==> src/rtl/fft_pkg.sv <==
// Shared definitions for the radix-2 DIT FFT stage sequencer.
// FFT_CTRL_BITREV_EN adds the LOAD state used for bit-reversed sample loading.
package fft_pkg;

    localparam int FFT_LEN_LOG2_DEF = 10;
    localparam int TW_ADDR_W        = 16;

    typedef enum logic [2:0] {
        ST_IDLE   = 3'd0,
`ifdef FFT_CTRL_BITREV_EN
        ST_LOAD   = 3'd1,
`endif
        ST_RUN    = 3'd2,
        ST_DRAIN  = 3'd3,
        ST_FINISH = 3'd4
    } fft_state_e;

    // Reverse the low 'width' bits of 'value'; bits above 'width' come out as zero.
    function automatic logic [15:0] bitrev(input logic [15:0] value, input int width);
        logic [15:0] rev;
        rev = 16'd0;
        for (int i = 0; i < 16; i++) begin
            if (i < width) begin
                rev[4'(width - 1 - i)] = value[4'(i)];
            end else begin
                rev = rev;
            end
        end
        return rev;
    endfunction

endpackage

==> src/rtl/fft_addr_gen.sv <==
// Butterfly address generator: pure combinational map (stage s, index k) to
// the upper/lower data addresses and the unit-stride twiddle ROM address.
module fft_addr_gen
    import fft_pkg::*;
#(
    parameter int L = FFT_LEN_LOG2_DEF
) (
    input  logic [L-1:0]           s,
    input  logic [L-2:0]           k,
    output logic [L-1:0]           addr_a,
    output logic [L-1:0]           addr_b,
    output logic [TW_ADDR_W-1:0]   tw_addr
);

    localparam logic [L-1:0] ONE_L = L'(1);
    localparam logic [L-1:0] LM1_L = L'(L - 1);

    logic [L-1:0] k_ext_s;
    logic [L-1:0] half_s;
    logic [L-1:0] j_s;
    logic [L-1:0] g_s;

    // Split k into group and in-group offset, then place the pair and scale the twiddle index.
    always_comb begin
        k_ext_s = {1'b0, k};
        half_s  = ONE_L << s;
        j_s     = k_ext_s & (half_s - ONE_L);
        g_s     = k_ext_s >> s;
        addr_a  = ((g_s << s) << 1) | j_s;
        addr_b  = addr_a + half_s;
        tw_addr = TW_ADDR_W'(j_s << (LM1_L - s));
    end

endmodule

==> src/rtl/fft_stage_ctrl.sv <==
// Stage/butterfly sequencer for the in-place radix-2 DIT FFT core.
// Issues one butterfly command per accepted transfer, drains PIPE_DEPTH cycles
// between stages and pulses done after the last stage has drained.
// Optional macro FFT_CTRL_BITREV_EN: adds a LOAD phase producing bit-reversed
// sample write addresses before the first stage.
module fft_stage_ctrl
    import fft_pkg::*;
#(
    parameter int FFT_LEN_LOG2 = FFT_LEN_LOG2_DEF,
    parameter int PIPE_DEPTH   = 4
) (
    input  logic                      clk,
    input  logic                      rst_n,
    input  logic                      start,
    output logic                      busy,
    output logic                      done,
    output logic                      bf_valid,
    input  logic                      bf_ready,
    output logic [FFT_LEN_LOG2-1:0]   bf_addr_a,
    output logic [FFT_LEN_LOG2-1:0]   bf_addr_b,
    output logic [TW_ADDR_W-1:0]      tw_addr,
    output logic [7:0]                bf_stage
`ifdef FFT_CTRL_BITREV_EN
    ,
    input  logic                      ld_valid_in,
    output logic                      ld_ready,
    output logic [FFT_LEN_LOG2-1:0]   ld_addr
`endif
);

    localparam int L  = FFT_LEN_LOG2;
    localparam int KW = L - 1;
    localparam int DW = (PIPE_DEPTH > 1) ? $clog2(PIPE_DEPTH) : 1;

    localparam logic [L-1:0]  S_ZERO = {L{1'b0}};
    localparam logic [L-1:0]  S_ONE  = L'(1);
    localparam logic [L-1:0]  S_LAST = L'(L - 1);
    localparam logic [KW-1:0] K_ZERO = {KW{1'b0}};
    localparam logic [KW-1:0] K_ONE  = KW'(1);
    localparam logic [KW-1:0] K_LAST = {KW{1'b1}};
    localparam logic [DW-1:0] D_ZERO = {DW{1'b0}};
    localparam logic [DW-1:0] D_ONE  = DW'(1);
    localparam logic [DW-1:0] D_LAST = DW'(PIPE_DEPTH - 1);

    fft_state_e          state_r, state_nxt_s;
    logic [L-1:0]        s_r, s_nxt_s;
    logic [KW-1:0]       k_r, k_nxt_s;
    logic [DW-1:0]       drain_r, drain_nxt_s;
    logic                busy_r, busy_nxt_s;
    logic                done_r, done_nxt_s;
    logic                bf_valid_r, bf_valid_nxt_s;
    logic [L-1:0]        addr_a_r, addr_b_r;
    logic [TW_ADDR_W-1:0] tw_r;
    logic [L-1:0]        gen_a_s, gen_b_s;
    logic [TW_ADDR_W-1:0] gen_tw_s;
`ifdef FFT_CTRL_BITREV_EN
    logic [L-1:0]        n_r, n_nxt_s;
    logic                ld_ready_r, ld_ready_nxt_s;
    logic [L-1:0]        ld_addr_r;
`endif

    // Addresses are computed for the command that will be presented next cycle.
    fft_addr_gen #(.L(L)) u_addr_gen (
        .s       (s_nxt_s),
        .k       (k_nxt_s),
        .addr_a  (gen_a_s),
        .addr_b  (gen_b_s),
        .tw_addr (gen_tw_s)
    );

    // Next-state and next-output decode for the sequencer.
    always_comb begin
        state_nxt_s    = state_r;
        s_nxt_s        = s_r;
        k_nxt_s        = k_r;
        drain_nxt_s    = drain_r;
        busy_nxt_s     = busy_r;
        done_nxt_s     = 1'b0;
        bf_valid_nxt_s = bf_valid_r;
`ifdef FFT_CTRL_BITREV_EN
        n_nxt_s        = n_r;
        ld_ready_nxt_s = ld_ready_r;
`endif
        case (state_r)
            ST_IDLE: begin
                if (start) begin
                    s_nxt_s    = S_ZERO;
                    k_nxt_s    = K_ZERO;
                    busy_nxt_s = 1'b1;
`ifdef FFT_CTRL_BITREV_EN
                    state_nxt_s    = ST_LOAD;
                    n_nxt_s        = S_ZERO;
                    ld_ready_nxt_s = 1'b1;
`else
                    state_nxt_s    = ST_RUN;
                    bf_valid_nxt_s = 1'b1;
`endif
                end else begin
                    busy_nxt_s     = 1'b0;
                    bf_valid_nxt_s = 1'b0;
                end
            end
`ifdef FFT_CTRL_BITREV_EN
            ST_LOAD: begin
                if (ld_valid_in) begin
                    n_nxt_s = n_r + S_ONE;
                    if (n_r == {L{1'b1}}) begin
                        state_nxt_s    = ST_RUN;
                        ld_ready_nxt_s = 1'b0;
                        bf_valid_nxt_s = 1'b1;
                    end else begin
                        state_nxt_s = ST_LOAD;
                    end
                end else begin
                    n_nxt_s = n_r;
                end
            end
`endif
            ST_RUN: begin
                if (bf_ready) begin
                    if (k_r == K_LAST) begin
                        state_nxt_s    = ST_DRAIN;
                        bf_valid_nxt_s = 1'b0;
                        drain_nxt_s    = D_ZERO;
                    end else begin
                        k_nxt_s = k_r + K_ONE;
                    end
                end else begin
                    k_nxt_s = k_r;
                end
            end
            ST_DRAIN: begin
                if (drain_r == D_LAST) begin
                    drain_nxt_s = D_ZERO;
                    k_nxt_s     = K_ZERO;
                    if (s_r == S_LAST) begin
                        state_nxt_s = ST_FINISH;
                        done_nxt_s  = 1'b1;
                        busy_nxt_s  = 1'b0;
                        s_nxt_s     = S_ZERO;
                    end else begin
                        state_nxt_s    = ST_RUN;
                        s_nxt_s        = s_r + S_ONE;
                        bf_valid_nxt_s = 1'b1;
                    end
                end else begin
                    drain_nxt_s = drain_r + D_ONE;
                end
            end
            ST_FINISH: begin
                state_nxt_s = ST_IDLE;
            end
            default: begin
                state_nxt_s    = ST_IDLE;
                s_nxt_s        = S_ZERO;
                k_nxt_s        = K_ZERO;
                drain_nxt_s    = D_ZERO;
                busy_nxt_s     = 1'b0;
                bf_valid_nxt_s = 1'b0;
            end
        endcase
    end

    // State, counters and registered outputs; addresses load only with a new command.
    always_ff @(posedge clk) begin
        if (!rst_n) begin
            state_r    <= ST_IDLE;
            s_r        <= S_ZERO;
            k_r        <= K_ZERO;
            drain_r    <= D_ZERO;
            busy_r     <= 1'b0;
            done_r     <= 1'b0;
            bf_valid_r <= 1'b0;
            addr_a_r   <= S_ZERO;
            addr_b_r   <= S_ZERO;
            tw_r       <= {TW_ADDR_W{1'b0}};
`ifdef FFT_CTRL_BITREV_EN
            n_r        <= S_ZERO;
            ld_ready_r <= 1'b0;
            ld_addr_r  <= S_ZERO;
`endif
        end else begin
            state_r    <= state_nxt_s;
            s_r        <= s_nxt_s;
            k_r        <= k_nxt_s;
            drain_r    <= drain_nxt_s;
            busy_r     <= busy_nxt_s;
            done_r     <= done_nxt_s;
            bf_valid_r <= bf_valid_nxt_s;
            if (bf_valid_nxt_s) begin
                addr_a_r <= gen_a_s;
                addr_b_r <= gen_b_s;
                tw_r     <= gen_tw_s;
            end else begin
                addr_a_r <= addr_a_r;
                addr_b_r <= addr_b_r;
                tw_r     <= tw_r;
            end
`ifdef FFT_CTRL_BITREV_EN
            n_r        <= n_nxt_s;
            ld_ready_r <= ld_ready_nxt_s;
            ld_addr_r  <= L'(bitrev(16'(n_nxt_s), L));
`endif
        end
    end

    assign busy      = busy_r;
    assign done      = done_r;
    assign bf_valid  = bf_valid_r;
    assign bf_addr_a = addr_a_r;
    assign bf_addr_b = addr_b_r;
    assign tw_addr   = tw_r;
    assign bf_stage  = 8'(s_r);
`ifdef FFT_CTRL_BITREV_EN
    assign ld_ready  = ld_ready_r;
    assign ld_addr   = ld_addr_r;
`endif

endmodule

==> config.mk <==
export PLATFORM = sky130hd
export DESIGN_NAME = fft_stage_ctrl
export DESIGN_NICKNAME = d
export VERILOG_FILES = /design/src/rtl/fft_pkg.sv /design/src/rtl/fft_addr_gen.sv /design/src/rtl/fft_stage_ctrl.sv
export SDC_FILE = /design/constraint.sdc
export NUM_CORES = 1
export LEC_CHECK = 0
export CELL_PAD_IN_SITES_DETAIL_PLACEMENT = 1
export CELL_PAD_IN_SITES_GLOBAL_PLACEMENT = 1
export CORE_ASPECT_RATIO = 2
export CORE_MARGIN = 1
export CORE_UTILIZATION = 30
export DETAILED_ROUTE_END_ITERATION = 16
export PLACE_DENSITY_LB_ADDON = 0.1
export RECOVER_POWER = 25
export SYNTH_ARGS = -nofsm -noshare
export SYNTH_HDL_FRONTEND = slang
export SYNTH_HIERARCHICAL = 1
export SYNTH_SLANG_ARGS = --single-unit
==> constraint.sdc <==
create_clock -name clk -period 5.5 [get_ports clk]
set_input_delay 1.1 -clock clk [delete_from_list [all_inputs] [get_ports clk]]
set_output_delay 1.1 -clock clk [all_outputs]
set_load 0.02 [all_outputs]
==> impl_metrics.prom <==
# TYPE chip_impl_metric gauge
chip_impl_metric{name="wirelength_met1",unit="um"} 7490
chip_impl_metric{name="clock-sinks",unit=""} 63
chip_impl_metric{name="finalHoldViolCount",unit=""} 0
chip_impl_metric{name="area_growth_syn_to_layout",unit="%"} 38.3
chip_impl_info{name="hold_start",value="bf_addr_a[5]"} 1
chip_impl_metric{name="detail-route-antenna-nets",unit=""} 0
chip_impl_metric{name="via_per_inst",unit=""} 5.59
chip_impl_metric{name="clk_latency",unit="ps"} 340
chip_impl_metric{name="maxClockFrequency",unit="MHz"} 189
chip_impl_metric{name="cp_max_fo",unit=""} 7
chip_impl_metric{name="hpwl_after_detailed_placement",unit="um"} 16400
chip_impl_metric{name="totalWireLength",unit="um"} 20700
chip_impl_metric{name="synth.top_cell.area_share",unit="%"} 23.9
chip_impl_metric{name="layout_worst_path_cycle_share",unit="%"} 96.2
chip_impl_metric{name="synth.ff_latch_count",unit=""} 63
chip_impl_info{name="cts.root.buffer_cell",value="clkbuf_16"} 1
chip_impl_metric{name="syn_avg_cell_area",unit="um^2"} 7.49
chip_impl_metric{name="areal_power_density_over_the_cells",unit="nW/um^2"} 157
chip_impl_metric{name="grt_pass1_vias",unit=""} 6399
chip_impl_metric{name="timing.critical_path.arrival",unit="ps"} 5560
chip_impl_metric{name="ys_warn_count",unit=""} 6
chip_impl_info{name="synth_common_cells",value="nand2_1, dfxtp_1, nor2_1, mux2i_1, a21oi_1"} 1
chip_impl_metric{name="final_core_util",unit="%"} 42.3
chip_impl_info{name="rr_startpoint",value="state_r[1]"} 1
chip_impl_metric{name="hold_slack",unit="ps"} 460
chip_impl_metric{name="drv_cap",unit=""} 0
chip_impl_info{name="timing.rr.end",value="bf_addr_b[8]"} 1
chip_impl_metric{name="cts_htree_levels",unit=""} 3
chip_impl_metric{name="worstPathRequired",unit="ps"} 5770
chip_impl_metric{name="core_area",unit="um^2"} 17300
chip_impl_metric{name="portBuffers",unit=""} 50
chip_impl_metric{name="cts.clk_slew.worst_paths",unit="ps"} 60
chip_impl_metric{name="reg2reg_depth",unit=""} 18
chip_impl_metric{name="synth-seq-area-share",unit="%"} 23.9
chip_impl_info{name="post-synth-top-area-cell",value="dfxtp_1"} 1
chip_impl_info{name="end_kind",value="flip-flop"} 1
chip_impl_info{name="dominantRegCellSynth",value="dfxtp_1"} 1
chip_impl_metric{name="cts-buffers-inserted",unit=""} 9
chip_impl_metric{name="max-slew-margin-rel",unit="%"} 40.6
chip_impl_metric{name="r2r_slack",unit="ps"} 300
chip_impl_metric{name="starting_density_of_the_core",unit="%"} 30.6
chip_impl_metric{name="grt_first_pass_wirelength",unit="um"} 32900
chip_impl_metric{name="grtUsageTotal",unit="%"} 23.8
chip_impl_info{name="clock_tree_from_tritoncts",value="built"} 1
chip_impl_metric{name="routed-wl-met2",unit="um"} 11700
chip_impl_metric{name="boundaryPins",unit=""} 51
chip_impl_info{name="status",value="finished clean"} 1
chip_impl_metric{name="power.leakage",unit="nW"} 2.98
chip_impl_metric{name="synth-edff-count",unit=""} 0
chip_impl_metric{name="peakVddDrop",unit="mV"} 0.140
chip_impl_metric{name="chipHeight",unit="um"} 190
chip_impl_metric{name="post_drt_wl_per_cell",unit="um"} 19.5
chip_impl_metric{name="timing_worst_slew_pin_value",unit="ps"} 890
chip_impl_info{name="post-synth-top-count-cell",value="nand2_1"} 1
chip_impl_metric{name="fillerInstances",unit=""} 2105
chip_impl_metric{name="clock_path_buffers",unit=""} 2
chip_impl_metric{name="yosys.cell_types.count",unit=""} 78
chip_impl_metric{name="number_of_max_slew_violations_in_the_final_report",unit=""} 0
chip_impl_metric{name="finalCriticalPeriod",unit="ps"} 5290
chip_impl_metric{name="synth.cell_area",unit="um^2"} 5280
chip_impl_metric{name="postSynthNetCount",unit=""} 724
chip_impl_metric{name="asyncSetResetFlopFracSynth",unit="%"} 0
chip_impl_metric{name="syn_inst",unit=""} 705
chip_impl_metric{name="num_antenna_cells",unit=""} 0
chip_impl_info{name="post_synth_main_area_contributors",value="dfxtp_1, nand2_1, mux2i_1"} 1
chip_impl_metric{name="placement.setup.worst_slack",unit="ps"} -641
chip_impl_metric{name="routed-via-count",unit=""} 5927
chip_impl_metric{name="drt_iter0_markers",unit=""} 164
chip_impl_info{name="top_layer_used",value="met4"} 1
chip_impl_metric{name="post_route_cells_drive_above_1_share",unit="%"} 26.0
chip_impl_metric{name="sequential_standard_cell_area",unit="um^2"} 1260
chip_impl_metric{name="multi_input_area",unit="um^2"} 3860
chip_impl_metric{name="antenna_found_initial",unit=""} 0
chip_impl_metric{name="setup-violations-final",unit=""} 0
chip_impl_metric{name="final.setup_skew",unit="ps"} 6.65
chip_impl_info{name="timing.setup.critical_path_class",value="in -> reg"} 1
chip_impl_info{name="timing.hold.worst_endpoint",value="bf_addr_a[5]"} 1
chip_impl_metric{name="post-route-drc-count",unit=""} 0
chip_impl_metric{name="met3WireLength",unit="um"} 460
chip_impl_metric{name="fp.dieW",unit="um"} 95.8
chip_impl_info{name="critPathLaunchType",value="primary input"} 1
chip_impl_metric{name="finish.net_count",unit=""} 866
chip_impl_info{name="hp-class",value="reg -> reg"} 1
chip_impl_metric{name="gp_congestion",unit=""} 0.903
chip_impl_metric{name="hold_depth",unit=""} 2
chip_impl_metric{name="grt_max_degree",unit=""} 81
chip_impl_metric{name="die_area",unit="um^2"} 18200
chip_impl_metric{name="num_rows",unit=""} 68
chip_impl_metric{name="worst_slack",unit="ps"} 207
chip_impl_metric{name="detailedRoute.firstPassIterationCount",unit=""} 4
chip_impl_metric{name="gr_ovfl_total",unit=""} 0
## area by class of cell
| type | instances | share of cell area, % |
|---|---|---|
| clock buffer | 10 | 3.13 |
| clock inverter | 5 | 0.685 |
| inverter | 13 | 0.668 |
| multi-input combinational | 565 | 52.8 |
| sequential | 63 | 17.3 |
| tap | 210 | 3.60 |
| timing repair buffer | 195 | 21.8 |
## flip-flops by register name, summed over array words and instances, names as in the netlist
register and cells:
tw_addr 16, bf_addr_a 10, bf_addr_b 10, s_r 10, k_r 9, state_r 3
drain_r 2, bf_valid 1, busy 1, done 1
## cell usage in the layout (no fill, tap or decap), types with 6 or more instances in the layout
| cell | count |
|---|---|
| or3_1 | 8 |
| nand4b_1 | 6 |
| o21ai_0 | 21 |
| nand3b_1 | 6 |
| nor3_1 | 28 |
| clkdlybuf4s50_1 | 49 |
| nor2b_1 | 8 |
| clkbuf_16 | 9 |
| inv_1 | 11 |
| a21oi_1 | 35 |
| nand2_1 | 115 |
| nand4_1 | 8 |
| nand3_1 | 29 |
| buf_4 | 144 |
| or4_1 | 7 |
| nor2_1 | 42 |
| o211ai_1 | 10 |
| nor4b_1 | 6 |
| mux2i_1 | 42 |
| nand2b_1 | 8 |
| ha_1 | 13 |
| a31oi_1 | 12 |
| nor4_1 | 8 |
| and2_1 | 7 |
| dfxtp_1 | 63 |
| xor2_1 | 7 |
| xnor2_1 | 9 |
| and3_1 | 7 |
## power breakdown
part	internal, mW	switching (mW)
Sequential	0.462	0.00700
Clock	0.345	0.212
Combinational	0.0526	0.0670
Total	0.859	0.286
## worst max-delay path by stage
stage / startpoint / slack [ps] / end / depth (start not counted)
final: start / 210 / bf_addr_b[8] / 20
after detailed placement: start / -640 / bf_addr_b[9] / 21
after floorplan: start / 10 / bf_addr_b[9] / 23
after global routing: start / -40 / bf_addr_b[8] / 20
after CTS: start / 8 / bf_addr_b[9] / 22
after global placement: start / -670 / bf_addr_b[9] / 21
## metrics by stage
| stage | setup TNS [ps] | instance area (um^2) | total power [mW] | instances |
|---|---|---|---|---|
| after floorplan | 0 | 5290 | 0.555 | 705 |
| after global placement | -3200 | 6760 | 0.587 | 1043 |
| after detailed placement | -3220 | 6760 | 0.588 | 1043 |
| after CTS | 0 | 7080 | 1.16 | 1059 |
| after global routing | -69.4 | 7310 | 1.19 | 1061 |
| final | 0 | 7310 | 1.14 | 1061 |
## critical path, cell delays in order
cell and delay, ps:
clkdlybuf4s50_1 480, nor3b_4 250, a211oi_4 110, a22oi_2 250, nand2_2 130, or4_1 610
nor2_4 140, buf_4 170, and3_2 240, o21ai_1 100, o31ai_2 330, ha_1 320
a21o_1 190, a21oi_1 190, nor2b_1 70, o21a_1 190, o41a_1 330, xor2_1 140
nand2_1 70, mux2i_1 160
## logic make-up after synthesis
| group | after synthesis | synth area share, % |
|---|---|---|
| xor+xnor | 16 | 2.65 |
| compound gates | 152 | 19.5 |
| fa+ha+maj | 15 | 3.69 |
| flops | 63 | 23.9 |
| buf+inv | 77 | 7.86 |
| mux | 49 | 10.3 |
| other cells | 1 | 0.0710 |
| simple gates | 332 | 32.1 |
## routing by layer
metal / vias to the layer above / GRT usage (%)
li1: 2855 / -
met1: 2893 / 22.8
met2: 116 / 46.3
met3: 63 / 2.68
met4: 0 / 13.9
met5: - / 0
## timing repair
action,4_1_cts,5_1_grt
setup buffers,1,2
setup endpoints to repair,4,7
gates resized for setup,8,42
hold buffers,0,0
pin swaps,1,6
Power figures use the tool's default switching activity.
